--- config.mk ---
export PLATFORM = sky130hd
export DESIGN_NAME = grid_symbol_renderer
export DESIGN_NICKNAME = d
export VERILOG_FILES = /design/src/rtl/grid_symbol_renderer.sv
export SDC_FILE = /design/constraint.sdc
export NUM_CORES = 1
export LEC_CHECK = 0
export CAP_MARGIN = 10
export CELL_PAD_IN_SITES_DETAIL_PLACEMENT = 0
export CELL_PAD_IN_SITES_GLOBAL_PLACEMENT = 2
export CORE_MARGIN = 2
export CORE_UTILIZATION = 36
export DETAILED_ROUTE_END_ITERATION = 12
export HOLD_SLACK_MARGIN = 0.02
export PLACE_DENSITY_LB_ADDON = 0.1
export REMOVE_ABC_BUFFERS = 1
export SLEW_MARGIN = 20
export SYNTH_ARGS = -nofsm -noshare
export SYNTH_HDL_FRONTEND = slang
export SYNTH_SLANG_ARGS = --single-unit
--- constraint.sdc ---
create_clock -name clk -period 10.4 [get_ports clk]
set_clock_uncertainty 0.1 [all_clocks]
set_input_delay 2.08 -clock clk [delete_from_list [all_inputs] [get_ports clk]]
set_output_delay 2.08 -clock clk [all_outputs]
set_load 0.03 [all_outputs]
--- src/rtl/grid_symbol_renderer.sv ---
// ---------------------------------------------------------------------------
// grid_symbol_renderer
//   Draws a ROWS x COLS grid of square symbol cells into the 160x120 VGA
//   adapter, one pixel per clock. Either the whole grid (mode=1) or a single
//   cell (mode=0) is redrawn. Every visited pixel is plotted, including the
//   background, so a redraw fully overwrites the cell.
//
// Ports
//   clk        system clock
//   reset_n    asynchronous active-low reset
//   start      draw request, taken only while idle (busy=0, done=0)
//   mode       1 = full grid, 0 = single cell
//   cell_idx   target cell for mode 0 (row-major)
//   symbols    packed cell codes, cell 0 in the MSBs
//   hidden     per-cell card-back mask (bit i = cell i)
//   highlight  per-cell selection-border mask (bit i = cell i)
//   busy       drawing in progress
//   done       one-cycle completion pulse
//   x, y       pixel coordinate
//   colour     pixel colour {R,G,B}
//   plot       pixel write enable
// ---------------------------------------------------------------------------
module grid_symbol_renderer #(
    parameter int ROWS    = 3,
    parameter int COLS    = 3,
    parameter int X0      = 50,
    parameter int Y0      = 30,
    parameter int PITCH_X = 20,
    parameter int PITCH_Y = 20,
    parameter int SYM     = 8,
    parameter int CODE_W  = 2,
    localparam int N      = ROWS * COLS,
    localparam int IW     = (N > 1) ? $clog2(N) : 1
) (
    input  logic                clk,
    input  logic                reset_n,
    input  logic                start,
    input  logic                mode,
    input  logic [IW-1:0]       cell_idx,
    input  logic [N*CODE_W-1:0] symbols,
    input  logic [N-1:0]        hidden,
    input  logic [N-1:0]        highlight,
    output logic                busy,
    output logic                done,
    output logic [7:0]          x,
    output logic [6:0]          y,
    output logic [2:0]          colour,
    output logic                plot
);
    localparam int PW = (SYM > 1) ? $clog2(SYM) : 1;
    localparam logic [PW-1:0] PMAX = PW'(SYM - 1);

    typedef enum logic [1:0] {IDLE, DRAW, FIN} state_t;

    state_t              state_q;
    logic                mode_q;
    logic [IW-1:0]       cell_q;
    logic [PW-1:0]       px_q, py_q;
    logic                last_q;
    logic [N*CODE_W-1:0] sym_q;
    logic [N-1:0]        hid_q, hl_q;
    logic                busy_q, done_q, plot_q;
    logic [7:0]          x_q;
    logic [6:0]          y_q;
    logic [2:0]          colour_q;

    // Pixel source: in IDLE the first pixel is computed straight from the
    // request inputs so it appears on the cycle right after acceptance.
    logic [IW-1:0]       src_cell;
    logic [PW-1:0]       src_px, src_py;
    logic [N*CODE_W-1:0] src_sym;
    logic [N-1:0]        src_hid, src_hl;
    logic                cell_ok, border, diag;
    logic [CODE_W-1:0]   code_full;
    logic [1:0]          code;
    int                  row, col;
    logic [7:0]          x_d;
    logic [6:0]          y_d;
    logic [2:0]          colour_d;

    // Counter advance for the pixel after the one currently being emitted
    logic [IW-1:0]       cell_d;
    logic [PW-1:0]       px_d, py_d;
    logic                last_d;
    logic                out_of_range;

    always_comb begin
        if (state_q == IDLE) begin
            src_cell = mode ? '0 : cell_idx;
            src_px   = '0;
            src_py   = '0;
            src_sym  = symbols;
            src_hid  = hidden;
            src_hl   = highlight;
        end else begin
            src_cell = cell_q;
            src_px   = px_q;
            src_py   = py_q;
            src_sym  = sym_q;
            src_hid  = hid_q;
            src_hl   = hl_q;
        end

        cell_ok   = int'(src_cell) < N;
        row       = int'(src_cell) / COLS;
        col       = int'(src_cell) % COLS;
        code_full = '0;
        if (cell_ok) begin
            code_full = CODE_W'(src_sym >> ((N - 1 - int'(src_cell)) * CODE_W));
        end
        // Codes wider than 2 bits alias onto the four base shapes
        code   = 2'(code_full);
        border = (src_px == '0) || (src_py == '0) || (src_px == PMAX) || (src_py == PMAX);
        diag   = (src_px == src_py) || (int'(src_px) + int'(src_py) == SYM - 1);

        if (cell_ok && src_hl[src_cell] && border) begin
            colour_d = 3'b101;
        end else if (cell_ok && src_hid[src_cell]) begin
            colour_d = 3'b111;
        end else begin
            case (code)
                2'd0:    colour_d = 3'b100;
                2'd1:    colour_d = border    ? 3'b010 : 3'b000;
                2'd2:    colour_d = diag      ? 3'b001 : 3'b000;
                default: colour_d = !src_py[0] ? 3'b110 : 3'b000;
            endcase
        end

        x_d = 8'(X0 + col * PITCH_X + int'(src_px));
        y_d = 7'(Y0 + row * PITCH_Y + int'(src_py));

        last_d = (px_q == PMAX) && (py_q == PMAX) && (!mode_q || int'(cell_q) == N - 1);
        cell_d = cell_q;
        px_d   = px_q + PW'(1);
        py_d   = py_q;
        if (px_q == PMAX) begin
            px_d = '0;
            if (py_q == PMAX) begin
                py_d   = '0;
                cell_d = cell_q + IW'(1);
            end else begin
                py_d = py_q + PW'(1);
            end
        end

        out_of_range = !mode && (int'(cell_idx) >= N);
    end

    always_ff @(posedge clk or negedge reset_n) begin
        if (!reset_n) begin
            state_q  <= IDLE;
            mode_q   <= 1'b0;
            cell_q   <= '0;
            px_q     <= '0;
            py_q     <= '0;
            last_q   <= 1'b0;
            sym_q    <= '0;
            hid_q    <= '0;
            hl_q     <= '0;
            busy_q   <= 1'b0;
            done_q   <= 1'b0;
            plot_q   <= 1'b0;
            x_q      <= '0;
            y_q      <= '0;
            colour_q <= '0;
        end else begin
            case (state_q)
                IDLE: begin
                    busy_q <= 1'b0;
                    done_q <= 1'b0;
                    plot_q <= 1'b0;
                    if (start) begin
                        mode_q <= mode;
                        cell_q <= mode ? '0 : cell_idx;
                        sym_q  <= symbols;
                        hid_q  <= hidden;
                        hl_q   <= highlight;
                        if (out_of_range) begin
                            done_q  <= 1'b1;
                            state_q <= FIN;
                        end else begin
                            // Pixel (0,0) goes out now; counters point at (1,0)
                            busy_q   <= 1'b1;
                            plot_q   <= 1'b1;
                            x_q      <= x_d;
                            y_q      <= y_d;
                            colour_q <= colour_d;
                            px_q     <= PW'(1);
                            py_q     <= '0;
                            last_q   <= 1'b0;
                            state_q  <= DRAW;
                        end
                    end
                end
                DRAW: begin
                    if (last_q) begin
                        busy_q  <= 1'b0;
                        plot_q  <= 1'b0;
                        done_q  <= 1'b1;
                        last_q  <= 1'b0;
                        state_q <= FIN;
                    end else begin
                        x_q      <= x_d;
                        y_q      <= y_d;
                        colour_q <= colour_d;
                        last_q   <= last_d;
                        cell_q   <= cell_d;
                        px_q     <= px_d;
                        py_q     <= py_d;
                    end
                end
                default: begin
                    done_q  <= 1'b0;
                    state_q <= IDLE;
                end
            endcase
        end
    end

    assign busy   = busy_q;
    assign done   = done_q;
    assign plot   = plot_q;
    assign x      = x_q;
    assign y      = y_q;
    assign colour = colour_q;

endmodule

==> results of run 1 <==
## cell families (layout without fill, tap and decap cells)
kind of cell | count (synthesis) | after routing
muxes | 31 | 31
buffers and inverters | 54 | 114
xor gates and xnor gates | 16 | 16
adders and majority gates | 30 | 30
AOI/OAI and AO/OA | 98 | 98
DFF | 70 | 70
and+or+nand+nor | 237 | 237
## per-stage QoR
stage | setup WS (ns) | util [%] | instances | instance area, sq um | total power, W
5_1_grt | 2.458 | 45.22 | 768 | 5683 | 0.002672
3_3_place_gp | 2.657 | 43.09 | 752 | 5415 | 0.002110
4_1_cts | 2.817 | 45.22 | 768 | 5683 | 0.002447
2_1_floorplan | 3.415 | - | 509 | 4509 | 0.001734
3_5_place_dp | 2.459 | 43.09 | 752 | 5415 | 0.002150
6_report | 2.812 | 45.22 | 768 | 5683 | 0.002410
## power by group through the flow
stage | Sequential, W | Combinational [W] | Clock (W)
floorplan | 0.000577 | 0.00116 | 0
global placement | 0.000524 | 0.00159 | 0
detailed placement | 0.000528 | 0.00162 | 0
CTS | 0.000524 | 0.00163 | 0.000294
global route | 0.000544 | 0.00182 | 0.000308
finish | 0.000522 | 0.00160 | 0.000284
## synth_stat cells, types with 3 or more instances
cell type,number,area (sq um)
buf_1,6,22.52
a22o_1,4,35.03
and2_1,4,25.02
nand3_1,13,65.06
nand2_1,162,608.1
o21ai_0,20,100.1
nand2b_1,6,37.54
o31ai_1,3,22.52
mux2i_1,22,220.2
ha_1,26,325.3
inv_1,26,97.59
mux2_2,3,33.78
fa_1,4,80.08
o211ai_1,3,22.52
a31oi_1,3,18.77
nor2_1,14,52.55
dfrtp_1,70,1752
a21o_1,4,30.03
a221o_1,3,30.03
xnor2_1,8,70.07
mux4_2,6,135.1
nor4b_1,3,26.28
a211oi_1,10,75.07
nor3_1,8,40.04
nor2b_1,12,75.07
clkbuf_1,16,60.06
xor2_1,8,70.07
a21oi_1,21,105.1
## metal layers
layer  vias to the layer above  routed length, microns
met3                        10                     346
met5                         -                       0
li1                       1961                       -
met2                        65                    5543
met4                         0                     188
met1                      1884                    5807
## worst reg2reg max path, delay by kind of cell, from the launching register on
family | cells | cell delay, ns
DFF | 1 | 0.49
and+or+nand+nor | 4 | 1.27
xor gates and xnor gates | 4 | 0.73
adders and majority gates | 6 | 1.49
buffers and inverters | 3 | 0.40
AOI/OAI and AO/OA | 4 | 1.62
## registers in the layout, indices dropped and copies added (netlist names)
register	cells
sym_q	18
hid_q	9
hl_q	9
x	8
y	7
cell_q	4
colour	3
px_q	3
py_q	3
state_q	2
done	1
last_q	1
mode_q	1
plot	1
## how the worst max path moves through the flow
| stage | slack (ns) | start | endpoint | depth (start not counted) |
|---|---|---|---|---|
| 2_1_floorplan | 3.41 | cell_idx[0] | x[7]$_DFFE_PN0P_ | 19 |
| 3_3_place_gp | 2.66 | mode | x[7]$_DFFE_PN0P_ | 21 |
| 3_5_place_dp | 2.46 | mode | x[7]$_DFFE_PN0P_ | 21 |
| 4_1_cts | 2.82 | mode | x[7]$_DFFE_PN0P_ | 21 |
| 5_1_grt | 2.46 | mode | x[7]$_DFFE_PN0P_ | 21 |
| 6_report | 2.81 | mode | x[7]$_DFFE_PN0P_ | 21 |
## final cells by class
| type | count | share of cell area, % |
|---|---|---|
| clock buffer | 11 | 4.271 |
| clock inverter | 5 | 0.4403 |
| inverter | 27 | 1.783 |
| multi-input combinational | 412 | 46.79 |
| sequential | 70 | 30.82 |
| tap | 172 | 3.787 |
| timing repair buffer | 71 | 12.11 |
==> metrics, run 1 <==
drt first pass iters 4; met2 usage 29.75%; worst-margin pin slew about 0.97 ns; Seq/Total Area, Yosys between 30% and 40%; P_int about 0.0013 W; largest net degree at the start of global routing between 70 and 80; vias after detailed routing a little under 4000; register area 1752 sq um; worst hold stages 2; drt wl/cell approximately 15 microns; hold_sp hid_q[0]$_DFFE_PN0P_; maximum vdd ir drop 202.1 uV; vias per cell roughly 5.1; Reg2Reg Depth 21; clock share of power approximately an eighth; GRT Overall Usage a little under a fifth; Skew-Pair Late Insertion Delay between 0.3 and 0.4 ns; commonest non-fill, non-tap cell in the layout nand2_1; HP Class reg -> reg; Synth Area in XOR/XNOR 3.028%; post-DP HPWL approximately 8300 microns; Worst-path clk slew around 0.050 ns; global route hottest layer met2; complex-gate fraction of the synthesized area around 15%; Rows 41; Filler cells 1276; simple-gate area share of the yosys netlist a little under a quarter; Min Clock Period, post-route ~7.6 ns; die area around 14000 sq um; Setup crit start kind input pin; Final Cycle Share 72.96%; reg2reg setup slack 4.24 ns; die height between 100 and 150 microns; Routed Antenna Nets 0; CP max stage delay 0.63 ns; Gate power share 66.5%; Post-CTS Setup Repair Bufs 0; setup violation total in the final timing report 0; Worst Path Arrival between 7 and 8 ns; CP cell instances clkdlybuf4s50_1, nor4b_1, a21oi_1, nand2b_1, ha_1, a221o_1, a21oi_4, xnor2_1, ha_1, or3_1, inv_1, xnor2_1, ha_1, ha_1, inv_1, fa_1, xor2_1, xnor2_1, nand4_1, a2111o_1, nand3_1; Critical Path End Type register; antenna fix cells 0; residual DRC count 0; share of layout cells above drive strength 1 6.544%; CTS tree yes; most frequent cells in the layout 162 x nand2_1, 70 x dfrtp_1, 63 x clkdlybuf4s50_1, 26 x inv_1, 26 x ha_1; Leak Pwr approximately 2.6 nW; status complete, no violations; proportion of synthesized area in mux cells approximately 8.4%; Post-Route Setup TNS 0 ns; Adder-Cell Fraction of Synth Area 8.759%; Congestion Overflow GR 0; FMAX 0.1318 GHz; yosys warns 0; max-cap violations 0; port bufs 64; initial antenna violation count 0; number of global-route vias before repair ~3900; WP buf/inv 3; first-pass GRT wire length ~20000 microns; PostCTS Resize Cnt 0; Critical Path RT around 11 ns; WS Path Type in -> reg; Die W ~120 microns; final wirelength 11890 microns; headroom to the max-slew limit between 30% and 40%; GPL Wtd Cong approximately 0.81; root buffer cell clkbuf_16; RSZ-0062 raised after global routing no; pins over their slew limit 0; total CTS buffers 9; I/O pin total 65; pwr dens approximately 420 nW/um^2; CP max FO 10; Main synth FF type dfrtp_1; synthesized area 4628 sq um; Synth async-reset ratio between 90% and 100%; Netlist cell types 64; share of power burned in registers a little over a fifth; hold endpoint hid_q[0]$_DFFE_PN0P_; CP max stage cell nor4b_1; P_sw 0.001095 W; Longest Clk Path Bufs 2; Post-layout nets about 670; Core Area roughly 13000 sq um; DRT iter0 DRCs roughly 180; H-tree levels 3; M3 GR Usage ~3.2%; CTS Hold Buffers Added 0; Fin. Hold Viols 0; Syn Area/Cell around 8.6 sq um; Seq cells post-synth 70; Clock Sink Count 70; Initial Utilization a little under two fifths; CP delay by family, top simple AND/OR/NAND/NOR gates; Area Overhead vs Synth 22.79%; Mapped Cells between 500 and 600; final hold slack around 0.36 ns; FF-to-FF Start state_q[1]$_DFFE_PN0P_; largest family of logic cells by synthesized area simple AND/OR/NAND/NOR gates; EDFF count, synth 0; R2R Path End x[7]$_DFFE_PN0P_; area of the multi-input gates 2659 sq um; Net Sw Frac a little under half; met1 Usage GRT a little under a quarter; crit-path most repeated cell ha_1
Note: power is estimated with default switching activity, not from simulation.
==> run 2: changes to the inputs <==
CORE_UTILIZATION = 30   (was 36)
clock period = 6.8 ns   (was 10.4 ns; I/O delays follow)
==> run 2 against run 1 <==
  * Largest power group unchanged
  * Core utilization shrank 6.7 points
  * Flip-flop and latch count is the same
  * Cell count grew 3.3%
  * Die area grew 19%
  * Clock-buffer cell count is the same
==> metrics, run 2 (synthesis results as in run 1) <==
area of the multi-input gates 2661 sq um (was 2659 sq um); largest net degree at the start of global routing 71 (unchanged); initial antenna violation count 0 (unchanged); CTS Hold Buffers Added 0 (unchanged); Critical Path RT 6.97 ns (was 10.57 ns); FF-to-FF Start state_q[1]$_DFFE_PN0P_ (unchanged); Reg2Reg Depth 20 (was 21); Filler cells 1535 (was 1276); Finished Layout Cells 793 (was 768); Core Area 15150 sq um (was 12570 sq um); PostCTS Resize Cnt 0 (unchanged); CP cell instances clkdlybuf4s50_1, nor4b_1, a21oi_1, nand2b_1, ha_1, a221o_1, a21oi_4, xnor2_1, ha_1, or3_1, inv_1, xnor2_1, ha_1, ha_1, inv_1, fa_1, xor2_1, xnor2_1, nand4_1, a2111o_1, nand3_1 (unchanged); vias after detailed routing 3993 (was 3920); vias per cell 5.035 (was 5.104); die height 128.2 microns (was 117.4 microns); Post-layout nets 674 (was 665); crit-path most repeated cell ha_1 (unchanged); Min Clock Period, post-route approximately 6.4 ns; pwr dens 649.8 nW/um^2 (was 424.1 nW/um^2); Worst-path clk slew 0.06 ns (was 0.05 ns); CP max stage cell nor4b_1 (unchanged); max reg flops 18 (unchanged); Longest Clk Path Bufs 2 (unchanged); HP Class reg -> reg (unchanged); # placed instances 776 (was 752); worst hold stages 2 (unchanged); CTS tree yes (unchanged); Post-Route Setup TNS 0 ns (unchanged); share of layout cells above drive strength 1 8.264% (was 6.544%); Worst Path Arrival 6.59 ns (was 7.76 ns); Finished Core Util 38.47% (was 45.22%); final wirelength 12550 microns (was 11890 microns); residual DRC count 0 (unchanged); Initial Utilization 30.56% (was 36.82%); Leak Pwr 2.686 nW (was 2.623 nW); CP max FO 6 (was 10); reg2reg setup slack 1.13 ns (was 4.24 ns); largest reg by FF count sym_q (unchanged); RSZ-0062 raised after global routing no (unchanged); die area 16440 sq um (was 13780 sq um); drt wl/cell 15.83 microns (was 15.48 microns); H-tree levels 3 (unchanged); post-DP HPWL 8878 microns (was 8309 microns); first-pass GRT wire length 20670 microns (was 19810 microns); R2R Path End x[7]$_DFFE_PN0P_ (unchanged); number of global-route vias before repair 4024 (was 3867); maximum vdd ir drop 245.4 uV (was 202.1 uV); Final Cell Area 5827 sq um (was 5683 sq um); Clock Sink Count 70 (unchanged); WS Path Type in -> reg (unchanged); DP Area 5498 sq um (was 5415 sq um); headroom to the max-slew limit 36.36% (was 35.45%); GPL Wtd Cong 0.8166 (was 0.8079); commonest non-fill, non-tap cell in the layout nand2_1 (unchanged); Skew-Pair Late Insertion Delay 0.35 ns (was 0.34 ns); register area 1752 sq um (unchanged); Final Cycle Share between 90% and 100%; status complete, no violations (unchanged); most frequent cells in the layout 162 x nand2_1, 70 x dfrtp_1, 63 x clkdlybuf4s50_1, 26 x inv_1, 26 x ha_1 (unchanged); pins over their slew limit 0 (unchanged); FMAX about 0.16 GHz; GRT Overall Usage 16.21% (was 18.11%); hold_sp hid_q[0]$_DFFE_PN0P_ (unchanged); port bufs 64 (unchanged); hold endpoint hid_q[0]$_DFFE_PN0P_ (unchanged); Post-CTS Setup Repair Bufs 0 (unchanged); max-cap violations 0 (unchanged); Die W 128.2 microns (was 117.4 microns); Regs by FF count sym_q (18), hid_q (9), hl_q (9) (unchanged); antenna fix cells 0 (unchanged); drt first pass iters 7 (was 4); CP max stage delay 0.59 ns (was 0.63 ns); DRT iter0 DRCs 190 (was 183); I/O pin total 65 (unchanged); setup violation total in the final timing report 0 (unchanged); Area Overhead vs Synth 25.90% (was 22.79%); Fin. Hold Viols 0 (unchanged); Routed Antenna Nets 0 (unchanged); Critical Path End Type register (unchanged); worst-margin pin slew 0.9546 ns (was 0.9683 ns); Setup crit start kind input pin (unchanged); Rows 45 (was 41); total CTS buffers 9 (unchanged); Congestion Overflow GR 0 (unchanged); root buffer cell clkbuf_16 (unchanged)
## run 2: power breakdown
| group | total, W | switching, W | internal (W) |
|---|---|---|---|
| clock network | 0.000492 | 0.000188 | 0.000304 |
| logic | 0.00250 | 0.00135 | 0.00115 |
| registers | 0.000796 | 0.000151 | 0.000645 |
| total | 0.00379 | 0.00169 | 0.00210 |
## run 2: worst max path at each step
stage | start | to
2_1_floorplan | cell_idx[0] | x[7]$_DFFE_PN0P_
3_3_place_gp | cell_idx[3] | x[7]$_DFFE_PN0P_
3_5_place_dp | cell_idx[3] | x[7]$_DFFE_PN0P_
4_1_cts | cell_idx[3] | x[7]$_DFFE_PN0P_
5_1_grt | cell_idx[3] | x[7]$_DFFE_PN0P_
6_report | cell_idx[3] | x[7]$_DFFE_PN0P_
## run 2: area by class of cell
type | count | area share [%]
multi-input combinational | 412 | 45.67
sequential | 70 | 30.06
timing repair buffer | 80 | 13.18
clock buffer | 11 | 4.338
tap | 188 | 4.037
inverter | 27 | 1.739
clock inverter | 5 | 0.9663
## run 2: worst max-delay path: cells and delay by family
family	cells	cell delay, ns
AO/OA/AOI/OAI	4	1.05
XOR/XNOR	4	0.72
adder cells (fa/ha/maj)	5	1.25
buffers and inverters	3	0.68
AND/OR/NAND/NOR	5	1.52
## run 2: metal layers
layer | vias up | share of wire, % | track usage (%)
met3 | 15 | 3.3 | 2.462
met4 | 0 | 2.0 | 6.787
met5 | - | 0 | 0
met2 | 86 | 47 | 26.72
li1 | 1971 | - | -
met1 | 1921 | 47 | 21.22
## run 2: through the flow
| step | hold WS [ns] | total power (W) | worst slack (ns) |
|---|---|---|---|
| finish | 0.3695 | 0.003786 | 0.3841 |
| global route | 0.3963 | 0.004193 | 0.04018 |
| CTS | 0.3715 | 0.003845 | 0.4714 |
| detailed placement | 0.3572 | 0.003330 | 0.1335 |
| global placement | 0.3563 | 0.003281 | 0.3447 |
| floorplan | 0.3379 | 0.002652 | 0.5347 |
==> run 3: changes to the inputs <==
--- a/constraint.sdc
+++ b/constraint.sdc
@@ -4,2 +4,2 @@
 set_output_delay 1.36 -clock clk [all_outputs]
-set_load 0.03 [all_outputs]
+set_load 0.05 [all_outputs]
==> results of run 3 <==
Same layout as run 2 (identical final DEF). Status: complete, no violations.
Power of run 3 is left out: the tool's default activity adds up to more than one toggle a clock period on the data nets, which glitch-free logic cannot reach.
